`src/rtl/vend_pkg.sv`:
```
// Shared definitions for the vending controller: FSM states, coin codes and nickel values.
// Credit is always counted in nickels, so it fits in CREDIT_W bits.
package vend_pkg;

    localparam int CREDIT_W = 6;

    typedef enum logic [1:0] {
        IDLE     = 2'd0,
        CREDIT   = 2'd1,
        DISPENSE = 2'd2,
        CHANGE   = 2'd3
    } vend_state_e;

    localparam logic [1:0] COIN_NICKEL  = 2'd0;
    localparam logic [1:0] COIN_DIME    = 2'd1;
    localparam logic [1:0] COIN_QUARTER = 2'd2;
    localparam logic [1:0] COIN_SLUG    = 2'd3;

    localparam logic [2:0] VAL_NICKEL  = 3'd1;
    localparam logic [2:0] VAL_DIME    = 3'd2;
    localparam logic [2:0] VAL_QUARTER = 3'd5;

    function automatic logic [2:0] coin_value(input logic [1:0] coin);
        case (coin)
            COIN_NICKEL:  coin_value = VAL_NICKEL;
            COIN_DIME:    coin_value = VAL_DIME;
            COIN_QUARTER: coin_value = VAL_QUARTER;
            default:      coin_value = 3'd0;
        endcase
    endfunction

endpackage

```
`src/rtl/vend_controller.sv`:
```
// Coin credit, priced product selection, timed LED dispense and nickel change return.
// All outputs registered, 1-cycle response to strobes; inputs are never stalled (busy is advisory).
module vend_controller
    import vend_pkg::*;
#(
    parameter int PRICE0          = 5,
    parameter int PRICE1          = 5,
    parameter int PRICE2          = 7,
    parameter int PRICE3          = 10,
    parameter int MAX_CREDIT      = 40,
    parameter int DISPENSE_CYCLES = 4
) (
    input  logic                CLOCK_50,
    input  logic                RESET_N,
    input  logic                coin_valid,
    input  logic [1:0]          coin_type,
    input  logic [3:0]          SW,
    input  logic                vend_req,
    input  logic                cancel,
    output logic [3:0]          LED,
    output logic                change_pulse,
    output logic                coin_reject,
    output logic                sel_err,
    output logic                short_err,
    output logic [CREDIT_W-1:0] credit,
    output logic                busy
);

    localparam int TIMER_W = (DISPENSE_CYCLES > 1) ? $clog2(DISPENSE_CYCLES) : 1;
    localparam logic [TIMER_W-1:0] TIMER_LAST = TIMER_W'(DISPENSE_CYCLES - 1);
    localparam logic [CREDIT_W:0]  CREDIT_MAX = (CREDIT_W+1)'(MAX_CREDIT);
    localparam logic [CREDIT_W-1:0] ONE_NICKEL = CREDIT_W'(1);

    vend_state_e          state;
    logic [TIMER_W-1:0]   timer;
    logic                 ready;
    logic                 sw_onehot;
    logic [CREDIT_W-1:0]  price;
    logic [CREDIT_W:0]    coin_sum;
    logic                 coin_fits;
    logic                 take_cancel;
    logic                 take_vend;
    logic                 vend_ok;
    logic                 take_coin;

    assign ready     = (state == IDLE) || (state == CREDIT);
    assign sw_onehot = (SW != 4'd0) && ((SW & (SW - 4'd1)) == 4'd0);

    always_comb begin
        price = CREDIT_W'(PRICE0);
        case (SW)
            4'b0010: price = CREDIT_W'(PRICE1);
            4'b0100: price = CREDIT_W'(PRICE2);
            4'b1000: price = CREDIT_W'(PRICE3);
            default: price = CREDIT_W'(PRICE0);
        endcase
    end

    assign coin_sum  = {1'b0, credit} + (CREDIT_W+1)'(coin_value(coin_type));
    assign coin_fits = (coin_type != COIN_SLUG) && (coin_sum <= CREDIT_MAX);

    // Priority cancel > vend > coin; a coin losing to an accepted cancel/vend is bounced.
    assign take_cancel = cancel && (state == CREDIT);
    assign take_vend   = vend_req && ready && !take_cancel;
    assign vend_ok     = take_vend && sw_onehot && (credit >= price);
    assign take_coin   = coin_valid && ready && !take_cancel && !vend_ok;

    always_ff @(posedge CLOCK_50 or negedge RESET_N) begin
        if (!RESET_N) begin
            state        <= IDLE;
            timer        <= '0;
            LED          <= 4'd0;
            change_pulse <= 1'b0;
            coin_reject  <= 1'b0;
            sel_err      <= 1'b0;
            short_err    <= 1'b0;
            credit       <= '0;
            busy         <= 1'b0;
        end else begin
            coin_reject <= coin_valid && !(take_coin && coin_fits);
            sel_err     <= take_vend && !sw_onehot;
            short_err   <= take_vend && sw_onehot && (credit < price);

            case (state)
                IDLE, CREDIT: begin
                    if (take_cancel) begin
                        state        <= CHANGE;
                        busy         <= 1'b1;
                        change_pulse <= 1'b1;
                        credit       <= credit - ONE_NICKEL;
                    end else if (vend_ok) begin
                        state  <= DISPENSE;
                        busy   <= 1'b1;
                        LED    <= SW;
                        credit <= credit - price;
                        timer  <= '0;
                    end else if (take_coin && coin_fits) begin
                        state  <= CREDIT;
                        credit <= coin_sum[CREDIT_W-1:0];
                    end
                end
                DISPENSE: begin
                    if (timer == TIMER_LAST) begin
                        LED <= 4'd0;
                        if (credit != '0) begin
                            state        <= CHANGE;
                            change_pulse <= 1'b1;
                            credit       <= credit - ONE_NICKEL;
                        end else begin
                            state <= IDLE;
                            busy  <= 1'b0;
                        end
                    end else begin
                        timer <= timer + TIMER_W'(1);
                    end
                end
                CHANGE: begin
                    // Credit is taken as each pulse goes high; the low cycle after the last pulse ends the run.
                    if (change_pulse) begin
                        change_pulse <= 1'b0;
                    end else if (credit != '0) begin
                        change_pulse <= 1'b1;
                        credit       <= credit - ONE_NICKEL;
                    end else begin
                        state <= IDLE;
                        busy  <= 1'b0;
                    end
                end
                default: state <= IDLE;
            endcase
        end
    end

endmodule

```
`config.mk`:
```
export PLATFORM = sky130hd
export DESIGN_NAME = vend_controller
export DESIGN_NICKNAME = d
export VERILOG_FILES = /design/src/rtl/vend_pkg.sv /design/src/rtl/vend_controller.sv
export SDC_FILE = /design/constraint.sdc
export NUM_CORES = 1
export LEC_CHECK = 0
export CAP_MARGIN = 15
export CELL_PAD_IN_SITES_DETAIL_PLACEMENT = 2
export CELL_PAD_IN_SITES_GLOBAL_PLACEMENT = 2
export CORE_ASPECT_RATIO = 1.75
export CORE_MARGIN = 5
export CORE_UTILIZATION = 31
export DETAILED_ROUTE_END_ITERATION = 6
export HOLD_SLACK_MARGIN = 0.1
export PLACE_DENSITY = 0.85
export SYNTH_ARGS = -nofsm -noshare
export SYNTH_HDL_FRONTEND = slang
export SYNTH_SLANG_ARGS = --single-unit
```
`constraint.sdc`:
```
create_clock -name CLOCK_50 -period 2.8 [get_ports CLOCK_50]
set_input_delay 0.56 -clock CLOCK_50 [delete_from_list [all_inputs] [get_ports CLOCK_50]]
set_output_delay 0.56 -clock CLOCK_50 [all_outputs]
set_load 0.02 [all_outputs]
```
; Word-level counts from Yosys, hierarchy flattened
; Cells that the tools add are included.
[totals]
register_bits = 19
inputBits = 11
out_inout_bits = 15
word_cells = 106
[classes]
n_addsub = 5
order_cmp = 3
n_eq_ne = 19
mux = 37
bitwise_logic = 1
n_reduce_logical = 32
[ops]
columns = operator, n
row1 = 2-to-1 mux 6 bit, 6
row2 = 2-to-1 mux 2 bit, 10
row3 = inequality test 2 bit (second input constant), 9
row4 = case mux 6 bit (3 select lines), 1
row5 = case mux 4 bit (2 select lines), 2
row6 = logical AND 1 bit, 14
row7 = 2-to-1 mux 4 bit, 3
row8 = AND reduction 4 bit, 3
row9 = 2-to-1 mux 1 bit, 10
row10 = case mux 3 bit (3 select lines), 1
row11 = AND reduction 3 bit, 3
row12 = equality test 2 bit (second input constant), 4
row13 = adder 6 x 3 -> 7 bit, 1
row14 = <= comparator 7 x 6 -> 1 bit (second input constant), 1
row15 = greater-or-equal comparator 6 bit, 1
row16 = < comparator 6 bit, 1
row17 = case mux 1 bit (3 select lines), 2
row18 = case mux 2 bit (3 select lines), 1
row19 = nonzero test 6 bit, 1
row20 = subtractor 6 x 1 -> 6 bit (second input constant), 1
row21 = subtractor 6 bit, 1
row22 = bitwise AND 4 bit, 1
row23 = equality test 2 x 1 -> 1 bit (second input constant), 2
row24 = equality test 4 x 3 -> 1 bit (second input constant), 1
row25 = other kinds (13), 17

; Depth between registers and ports, before layout
[depth]
ltp_word = 13
mapped_depth = 11
mapped_depth_nobuf = 11

; Worst setup path after synthesis
; No wires, ideal clock.
[synth_path]
kind = input -> register
from = input port SW[0]
to = register credit[1]
setup_ns = 0.065
arrival_ns = 2.713
required_ns = 2.735
slack_ns = 0.022
path_stages = 11
n_path_buf = 0
cell_sequence = nor2_1 nand3b_1 ha_1 fa_1 nand2b_1 o2bb2ai_1 nand4_1 nand4_2 mux2_2 o221ai_1 o21a_1
[synth_via]
elab_chain_len = 11
word_cells_on_any_way = 20
classes_between = 2 x add/sub / 1 x order compare / 3 x eq/ne / 4 x mux / 1 x bitwise / 9 x reduce/logical
[synth_rtl]
columns = item, line_no
row1 = start: declaration, vend_controller.sv:17  ; input logic [3:0] SW,
row2 = branches (longest 11 deep; another with greater-or-equal comparator 6 bit), -
row3 = end signal: assignment, vend_controller.sv:95  ; credit <= credit - price;
row4 = end signal: assignment, vend_controller.sv:99  ; credit <= coin_sum[CREDIT_W-1:0];
row5 = end signal: assignment, vend_controller.sv:108  ; credit <= credit - ONE_NICKEL;
row6 = end: declaration, vend_controller.sv:25  ; output logic [CREDIT_W-1:0] credit,
; Several ways; the timed one is not identified.
; A chain may end at the register's enable or synchronous reset.

; Final worst setup path
[layout_path]
from = input port SW[0]
to = register credit[0]
; The elaborated chain is that of the path after synthesis.

==> summary.md <==
| Metric | Value |
|---|---|
| Die Area | 0.006492 sq mm |
| DP Cell Count | 292 |
| Period minus WS final | 2.764 ns |
| DRC viols | 0 |
| Syn Area/Cell | 8.447 sq um |
| Largest family of logic cells by synthesized area | simple AND/OR/NAND/NOR gates |
| Clock Latency Late Sink | 0.27 ns |
| H-tree levels | 1 |
| Clk sinks | 19 |
| Vias in the first global route | 2177 |
| Number of synthesized flops with an enable pin | 0 |
| Final hold vios | 0 |
| Crit path buf inv count | 5 |
| Relative slew slack | 65.35% |
| Antenna violations before repair | 0 |
| Met1 WL | 2786 um |
| Post-Synth Simple-Gate Area | between 20% and 30% |
| Routed len/inst | 26.83 um |
| DRT iter0 DRCs | 34 |
| Routability cong. | roughly 0.84 |
| FP Rows | 33 |
| Top Metal Used | met4 |
| Register area share after synthesis | 31.10% |
| Library cells used by synthesis | 49 |
| Final Instance Count excl. Fillers | 313 |
| Wire length of the first global-routing pass | 12510 um |
| CP max stage delay | around 0.34 ns |
| Post-synthesis mux area share | under 10% |
| Final Cycle Share | 98.70% |
| Slew at the pin closest to its max-slew limit | roughly 0.52 ns |
| Ys async rst share | 100.0% |
| Critical path fanouts, max | 7 |
| Die X-Extent | 63.09 um |
| Complex-gate fraction of the synthesized area | 20.62% |
| Leak | between 1 and 1.5 nW |
| Peak Freq | 0.3618 GHz |
| Tot GR Track Use | about a quarter |
| Initial Util | 32.20% |
| CP startpoint kind | primary input |
| Worst Skew | 0.004540 ns |
| Crit-path slowest cell | a31oi_4 |
| Die Ht | 102.9 um |
| Placed wire-length estimate | ~4900 um |
| Clock transition at path regs | roughly 0.080 ns |
| Largest net degree at the start of global routing | 20 |
| Crit-path cells | buf_8 > nor2_4 > buf_4 > buf_4 > and2_4 > fa_2 > nand2b_4 > o2bb2ai_4 > nand4_1 > buf_6 > a31oi_4 > a21oi_4 > buf_6 > a22o_1 |
| Mapped Nets | 203 |
| DR vias | 1784 |
| Fin. max-slew vios | 0 |
| Worst vdd ir | 0.6090 mV |
| Antenna cell count | 0 |
| Routed wire length | 8399 um |
| Clock Path Buffers | 2 |
| Yosys reg bits | 19 |
| Core box area | 0.004748 sq mm |
| Required time worst endpoint | ~3.0 ns |
| YS warnings | 0 |
| Post-CTS Hold Fix Bufs | 0 |
| Antenna viol nets, final | 0 |
| Vias per cell | 5.700 |
| Port Buffers | 25 |
| Met2 wire len | 4784 um |
| Post-route core utilization | 52.17% |
| Synthesized netlist cell count | 181 |
| Xor and xnor fraction of the mapped netlist area | 5.074% |
| RSZ-0062 raised after global routing | true |
| Synth Area in Adders | 9.984% |
| WL met3 | ~210 um |
| Cell family with most CP delay | compound AO/OA/AOI/OAI gates |
| Area delta synth->final | 62.03% |
| CTS root buffer | clkbuf_8 |
| Hold WC Path Type | flop to flop |
| Arr. time, crit path | 2.91 ns |
| Share of post-route cells with drive strength above 1 | 40.61% |
| Post-Syn Area | 0.001529 sq mm |
| # IOs | 26 |
| Critical path endpoint category | flop |
| Total congestion overflow | 0 |
| Status | finished, final reports clean |
| Count of final setup violators | 0 |
| Post-synth top flop | dfrtp_1 |
| Final #Nets | 284 |
| Max Cap Viol | 0 |
| TritonCTS clock tree | built |
| First-pass iteration count of the detailed router | 4 |
| P per Cell Area | 981.6 mW/mm^2 |
| Worst Setup Path Type | primary input to flop |
| TritonCTS Buffers | 3 |
[power breakdown]
group	internal [mW]	total, mW	switching [mW]
Clock	0.0997	0.209	0.110
Sequential	0.333	0.403	0.0705
Combinational	0.887	1.82	0.932
[flip-flops by register name, summed over array words and instances (netlist names)]
| signal | cells |
|---|---|
| timer | 2 |
| short_err | 1 |
| LED | 4 |
| state | 2 |
| sel_err | 1 |
| change_pulse | 1 |
| coin_reject | 1 |
| busy | 1 |
| credit | 6 |
[routing by layer]
layer	vias to the layer above	GRT usage, %
met5	-	0
met4	0	18.79
met3	37	3.272
met2	61	52.33
met1	885	22.63
li1	801	-
[cell type report]
| cell class | count | area (sq um) |
|---|---|---|
| clock buffers | 3 | 41.29 |
| fillers | 489 | 2271 |
| inverters | 11 | 41.29 |
| multi-input cells | 144 | 1154 |
| well taps | 52 | 65.06 |
| clock inverters | 1 | 5.005 |
| flip-flops and latches | 19 | 475.5 |
| repair buffers | 83 | 695.7 |
[worst reg2reg max path, cell delays in order, from the launching register on]
cell and delay (ns):
dfrtp_1 0.39, buf_4 0.17, inv_2 0.08, ha_2 0.21
fa_2 0.22, nand2b_4 0.14, o2bb2ai_4 0.12, nand4_1 0.22
buf_6 0.20, a31oi_4 0.34, a21oi_4 0.16, buf_6 0.17
a22o_1 0.23
[cell usage after synthesis, drive strengths merged, types with 2 or more instances]
library cell	instances	area, sq um
a31oi	3	33.78
a21oi	10	61.31
buf	3	23.77
o22ai	2	12.51
nand3	8	40.04
or3	2	17.52
nor4b	2	17.52
mux2	2	26.27
nor3	4	20.02
nand2b	3	18.77
xnor2	4	42.55
o21ai	7	35.03
o221ai	3	26.28
nand3b	3	22.52
o21a	3	22.52
nor2	14	52.55
a21o	3	22.52
clkbuf	4	15.01
nand4	3	25.02
and3	3	18.77
nand2	34	127.6
a22oi	3	22.52
o211ai	2	20.02
inv	11	41.29
xor2	4	35.03
ha	9	112.6
dfrtp	19	475.5
fa	2	40.04
[final timing paths]
check / start / end / slack [ns] / cells after the start
min in group asynchronous: RESET_N / busy / 0.63 / 2
worst max register to register: credit[0] / credit[0] / 0.04 / 12
worst min register to register: timer[0] / timer[0] / 0.52 / 1
worst max-delay path: SW[0] / credit[0] / 0.04 / 14
worst min-delay path: timer[0] / timer[0] / 0.52 / 1
max in group asynchronous: RESET_N / credit[5] / 1.95 / 2
[per-stage QoR]
step | power (mW) | hold WS (ns) | instance area (sq um) | TNS, ns | worst slack [ns]
6_report | 2.432 | 0.5247 | 2477 | 0 | 0.03628
3_3_place_gp | 1.673 | 0.4772 | 2113 | -6.601 | -0.6108
5_1_grt | 2.559 | 0.5534 | 2477 | -0.1528 | -0.04314
4_1_cts | 2.150 | 0.4948 | 2344 | 0 | 0.01582
3_5_place_dp | 1.745 | 0.4837 | 2113 | -9.356 | -0.7785
2_1_floorplan | 1.114 | 0.2644 | 1529 | 0 | 0.02168
[cells by family (layout without fill, tap and decap cells)]
logic type                 Yosys count  count (layout)
muxes                                3               3
adders and majority gates           11              11
buffers and inverters               18              98
xor gates and xnor gates             8               8
DFF                                 19              19
and+or+nand+nor                     80              80
AOI/OAI and AO/OA                   42              42
[placed cells by master (no fill, tap or decap), drive strengths merged, types with 2 or more instances in the layout]
cell / Yosys / routed
o211ai: 2 / 2
a21o: 3 / 3
mux2: 2 / 2
a22oi: 3 / 3
nor2: 14 / 14
nand3b: 3 / 3
clkbuf: 4 / 6
and3: 3 / 3
inv: 11 / 11
nor3: 4 / 4
or3: 2 / 2
nand2b: 3 / 3
buf: 3 / 60
nor4b: 2 / 2
nand2: 34 / 34
nand4: 3 / 3
clkdlybuf4s50: 0 / 19
o221ai: 3 / 3
o21a: 3 / 3
xnor2: 4 / 4
a31oi: 3 / 3
xor2: 4 / 4
dfrtp: 19 / 19
fa: 2 / 2
ha: 9 / 9
a21oi: 10 / 10
o21ai: 7 / 7
nand3: 8 / 8
o22ai: 2 / 2
[timing repair]
action | CTS | global route
pin swaps | 12 | 19
gates cloned | 0 | 0
endpoints found under the setup margin | 16 | 12
setup buffers | 12 | 5
gates resized for setup | 30 | 36
Power figures use the tool's default switching activity.
==> edit 1: new RTL, same flow settings <==
`DISPENSE_CYCLES`: 4 -> 16.
--- a/src/rtl/vend_controller.sv
+++ b/src/rtl/vend_controller.sv
@@ -8,7 +8,7 @@
     parameter int PRICE2          = 7,
     parameter int PRICE3          = 10,
     parameter int MAX_CREDIT      = 40,
-    parameter int DISPENSE_CYCLES = 4
+    parameter int DISPENSE_CYCLES = 16
 ) (
     input  logic                CLOCK_50,
     input  logic                RESET_N,
Check against the original RTL: not equivalent (Yosys sat finds a counterexample within 10 cycles, from zero or initial values and one cycle with RESET_N low).
==> edit 1 against the unedited design <==
The flow now finishes with violations (setup timing); core utilization fell by 2.7 points; wire length is 5.8% higher; synthesized area up 9.4%; worst setup slack got worse by 0.15 ns; total power grew 17%; clock power rose by 7%; non-clock buffer count shrank 11; via count grew 5.3%; final cell count is 0.32% higher; largest cell class unchanged; combinational power is 12% higher; die area up 8.2%; cell area rose by 5.0%; sequential cell count grew 2.
==> edit 1: results (changes against the unedited design) <==
Reg2Reg Depth 11 (was 12); Reg clk slew, reported paths 0.10 ns (was 0.08 ns); layout cells sized above 1 40.5% (was 40.6%); Logic power comb 0.00204 W (was 0.00182 W); Adder-Cell Fraction of Synth Area 9.12% (was 9.98%); Hold Path Sink LED[0] (was timer[0]); mux contribution to synthesized area 2.02% (was 2.37%); slew at the pin with the worst max-slew slack 0.583 ns (was 0.519 ns); hpwl dp 4910 um (was 4890 um); Yosys cell types 47 (was 49); metal2 WL 5060 um (was 4780 um); final WL 8890 um (was 8400 um); GRT met2 Usage 42.4% (was 52.3%); hold_sp LED[0] (was timer[0]); Arr. time, crit path 3.09 ns (was 2.91 ns); synth cell count leaders dfrtp_1, nand2_1, nor2_1, a21oi_1, ha_1 (was nand2_1, dfrtp_1, nor2_1, inv_1); Synth Net Count 212 (was 203); Routability Congestion 0.872 (was 0.842); wire length on met1 3120 um (was 2790 um); first-pass GRT wire length 11300 um (was 12500 um); GR Util All Layers 21.4% (was 25.9%); sequential-to-total area share from yosys stat 31.4% (was 31.1%); FF-to-FF End credit[3] (was credit[0]); DR WL met3 195 um (was 206 um); outcome complete, but fails checks (was finished clean); met3 global-route usage 2.10% (was 3.27%); failing checks setup timing; Internal 0.00149 W (was 0.00132 W); Power Sequential 0.000581 W (was 0.000403 W); Final setup viols 5 (was 0); Leak 1.10 nW (was 1.12 nW); Clk Latency, worst-skew pair 0.28 ns; Setup Skew 0.0124 ns (was 0.00454 ns); flop2flop setup slack -0.07 ns (was 0.04 ns); switch share 47.8% (was 45.7%); fill count 537 (was 489); VDD IR max 0.000555 V (was 0.000609 V); top flop regs credit x6, LED x4, timer x4 (was credit x6, LED x4); routing usage on met1 22.1% (was 22.6%); Layout Nets 282 (was 284); Setup WS post-layout -0.118 ns (was 0.0363 ns); Crit Path Max Fanout 8 (was 7); vias in the first global route 2102 (was 2177); largest net degree at the start of global routing 22 (was 20); Starting DRT DRC Count 56 (was 34); Compound-Gate Fraction of Synth Area 22.9% (was 20.6%); H-tree depth 1 (unchanged); final setup TNS -0.202 ns (was 0 ns); Post-Synth XOR/XNOR Area 5.24% (was 5.07%); routed via count 1878 (was 1784); synth top area cells dfrtp_1, ha_1, nand2_1 (was dfrtp_1, nand2_1, ha_1)
[edit 1: cell types whose count changed after synthesis, moves of 5 or more]
| cell | change |
|---|---|
| a21oi_1 | +6 |
| and2_1 | +5 |
| nor2_1 | +5 |
| nand2_1 | -13 |
[edit 1: worst max-delay path by stage]
| stage | cells after the start | endpoint | start | slack [ns] |
|---|---|---|---|---|
| final | 15 | credit[3] | SW[1] | -0.12 |
| after detailed placement | 12 | credit[3] | SW[2] | -0.72 |
| after global placement | 12 | credit[3] | SW[2] | -0.57 |
| after CTS | 14 | credit[3] | SW[0] | 0.005 |
| after global routing | 15 | credit[3] | SW[1] | -0.16 |
| after floorplan | 11 | credit[1] | SW[3] | 0.02 |
[edit 1: area by class of cell]
type,count,share of cell area [%]
multi-input combinational,154,50.6
timing repair buffer,72,23.5
sequential,21,20.3
tap,55,2.65
clock buffer,3,1.59
inverter,8,1.15
clock inverter,1,0.192
[edit 1: through the flow]
stage	hold WS, ns	util [%]	worst slack, ns	cells	cell area (sq um)
floorplan	0.264	-	0.0205	190	1710
global placement	0.492	42.8	-0.571	297	2250
detailed placement	0.495	42.8	-0.720	297	2250
CTS	0.518	46.3	0.00485	309	2430
global route	0.580	49.5	-0.158	314	2600
finish	0.541	49.5	-0.118	314	2600
[edit 1: timing repair]
action                                  CTS  global route
hold buffers                              0             0
buffers inserted                          8             5
pin swaps                                14            20
hold endpoints to repair                  0             0
gates resized for setup                  29            47
endpoints found under the setup margin   16            14
[edit 1: worst max-delay path: stages]
cell       delay [ns]
buf_8            0.10
nor2_4           0.10
buf_4            0.12
buf_6            0.09
nand3b_1         0.11
ha_1             0.34
buf_4            0.17
o2bb2ai_4        0.14
buf_4            0.13
buf_4            0.12
nand2_1          0.12
a21o_1           0.26
o21ai_4          0.39
a21oi_2          0.09
o22a_1           0.24
==> edit 2: new RTL, config.mk and constraints unchanged <==
Made on the original files. Register the output `sel_err` once more, without a reset; this adds one clock of latency there. The other outputs are not delayed to match.
--- a/src/rtl/vend_controller.sv
+++ b/src/rtl/vend_controller.sv
@@ -30,6 +30,8 @@
     localparam logic [TIMER_W-1:0] TIMER_LAST = TIMER_W'(DISPENSE_CYCLES - 1);
     localparam logic [CREDIT_W:0]  CREDIT_MAX = (CREDIT_W+1)'(MAX_CREDIT);
     localparam logic [CREDIT_W-1:0] ONE_NICKEL = CREDIT_W'(1);
+
+    logic sel_err_s0;
 
     vend_state_e          state;
     logic [TIMER_W-1:0]   timer;
@@ -72,13 +74,13 @@
             LED          <= 4'd0;
             change_pulse <= 1'b0;
             coin_reject  <= 1'b0;
-            sel_err      <= 1'b0;
+            sel_err_s0   <= 1'b0;
             short_err    <= 1'b0;
             credit       <= '0;
             busy         <= 1'b0;
         end else begin
             coin_reject <= coin_valid && !(take_coin && coin_fits);
-            sel_err     <= take_vend && !sw_onehot;
+            sel_err_s0  <= take_vend && !sw_onehot;
             short_err   <= take_vend && sw_onehot && (credit < price);
 
             case (state)
@@ -131,5 +133,9 @@
         end
     end
 
+    always_ff @(posedge CLOCK_50) begin
+        sel_err <= sel_err_s0;
+    end
+
 endmodule
 
Behaviour: not the same (Yosys sat finds a counterexample within 4 cycles, from zero or initial values and one cycle with RESET_N low).
==> edit 2 against the unedited design <==
The flow now finishes with violations (setup timing); total power is 5.9% higher; synthesized area up 2.5%; die area grew 2.2%; cell area increased by 1.2%; sequential power grew 16%; critical path depth fell by 5; worst setup slack got worse by 0.060 ns; hold slack got worse by 0.17 ns; wire length fell by 5.8%; sequential cell count increased by 1; via count increased by 2.1%; clock power increased by 16%.
==> edit 2: results (changes against the unedited design) <==
hold path depth 0 (was 1); metal2 WL 4490 um (was 4780 um); DR WL met3 190 um (was 206 um); Setup Skew 0.00613 ns (was 0.00454 ns); Routed WL per cell 24.4 um (was 26.8 um); non-filler cells in the finished layout 324 (was 313); hold_sp sel_err_s0 (was timer[0]); failing checks setup timing; Layout Nets 293 (was 284); Setup WS post-layout -0.0233 ns (was 0.0363 ns); Reg2Reg Depth 9 (was 12); Final setup viols 2 (was 0); outcome complete, but fails checks (was finished clean); inverter count 7 (was 11); synth cell count leaders nand2_1, dfrtp_1, nor2_1 (was nand2_1, dfrtp_1, nor2_1, inv_1); clkbuf count 4 (was 3); Adder-Cell Fraction of Synth Area 9.74% (was 9.98%); Leak 1.15 nW (was 1.12 nW); Yosys cell types 53 (was 49); VDD IR max 0.000494 V (was 0.000609 V); Hold Path Sink sel_err (was timer[0]); PostCTS Resize Cnt 25 (was 30); post-CTS setup buffers 13 (was 12); Syn Area/Cell 8.76 sq um (was 8.45 sq um); Internal 0.00140 W (was 0.00132 W)
edit 2: routing by layer:
metal	track usage [%]	vias up
met1	22.7	920
met3	3.03	28
li1	-	828
met5	0	-
met4	13.5	0
met2	43.7	46
edit 2: stage by stage:
| step | TNS [ns] | utilization (%) | hold WS (ns) | area (sq um) | setup WS (ns) |
|---|---|---|---|---|---|
| global route | -0.571 | 50.8 | 0.383 | 2510 | -0.111 |
| finish | -0.0447 | 50.8 | 0.359 | 2510 | -0.0233 |
| detailed placement | -7.19 | 43.9 | 0.336 | 2170 | -0.669 |
| global placement | -5.25 | 43.9 | 0.337 | 2170 | -0.576 |
| floorplan | 0 | - | 0.264 | 1580 | 0.00261 |
| CTS | 0 | 48.3 | 0.362 | 2380 | 0.00193 |
edit 2: power groups by stage:
stage	Sequential [W]	Clock, W	Combinational (W)
finish	0.000468	0.000243	0.00186
global route	0.000481	0.000264	0.00197
CTS	0.000460	0.000236	0.00163
detailed placement	0.000458	0	0.00150
global placement	0.000449	0	0.00141
floorplan	0.000547	0	0.000736
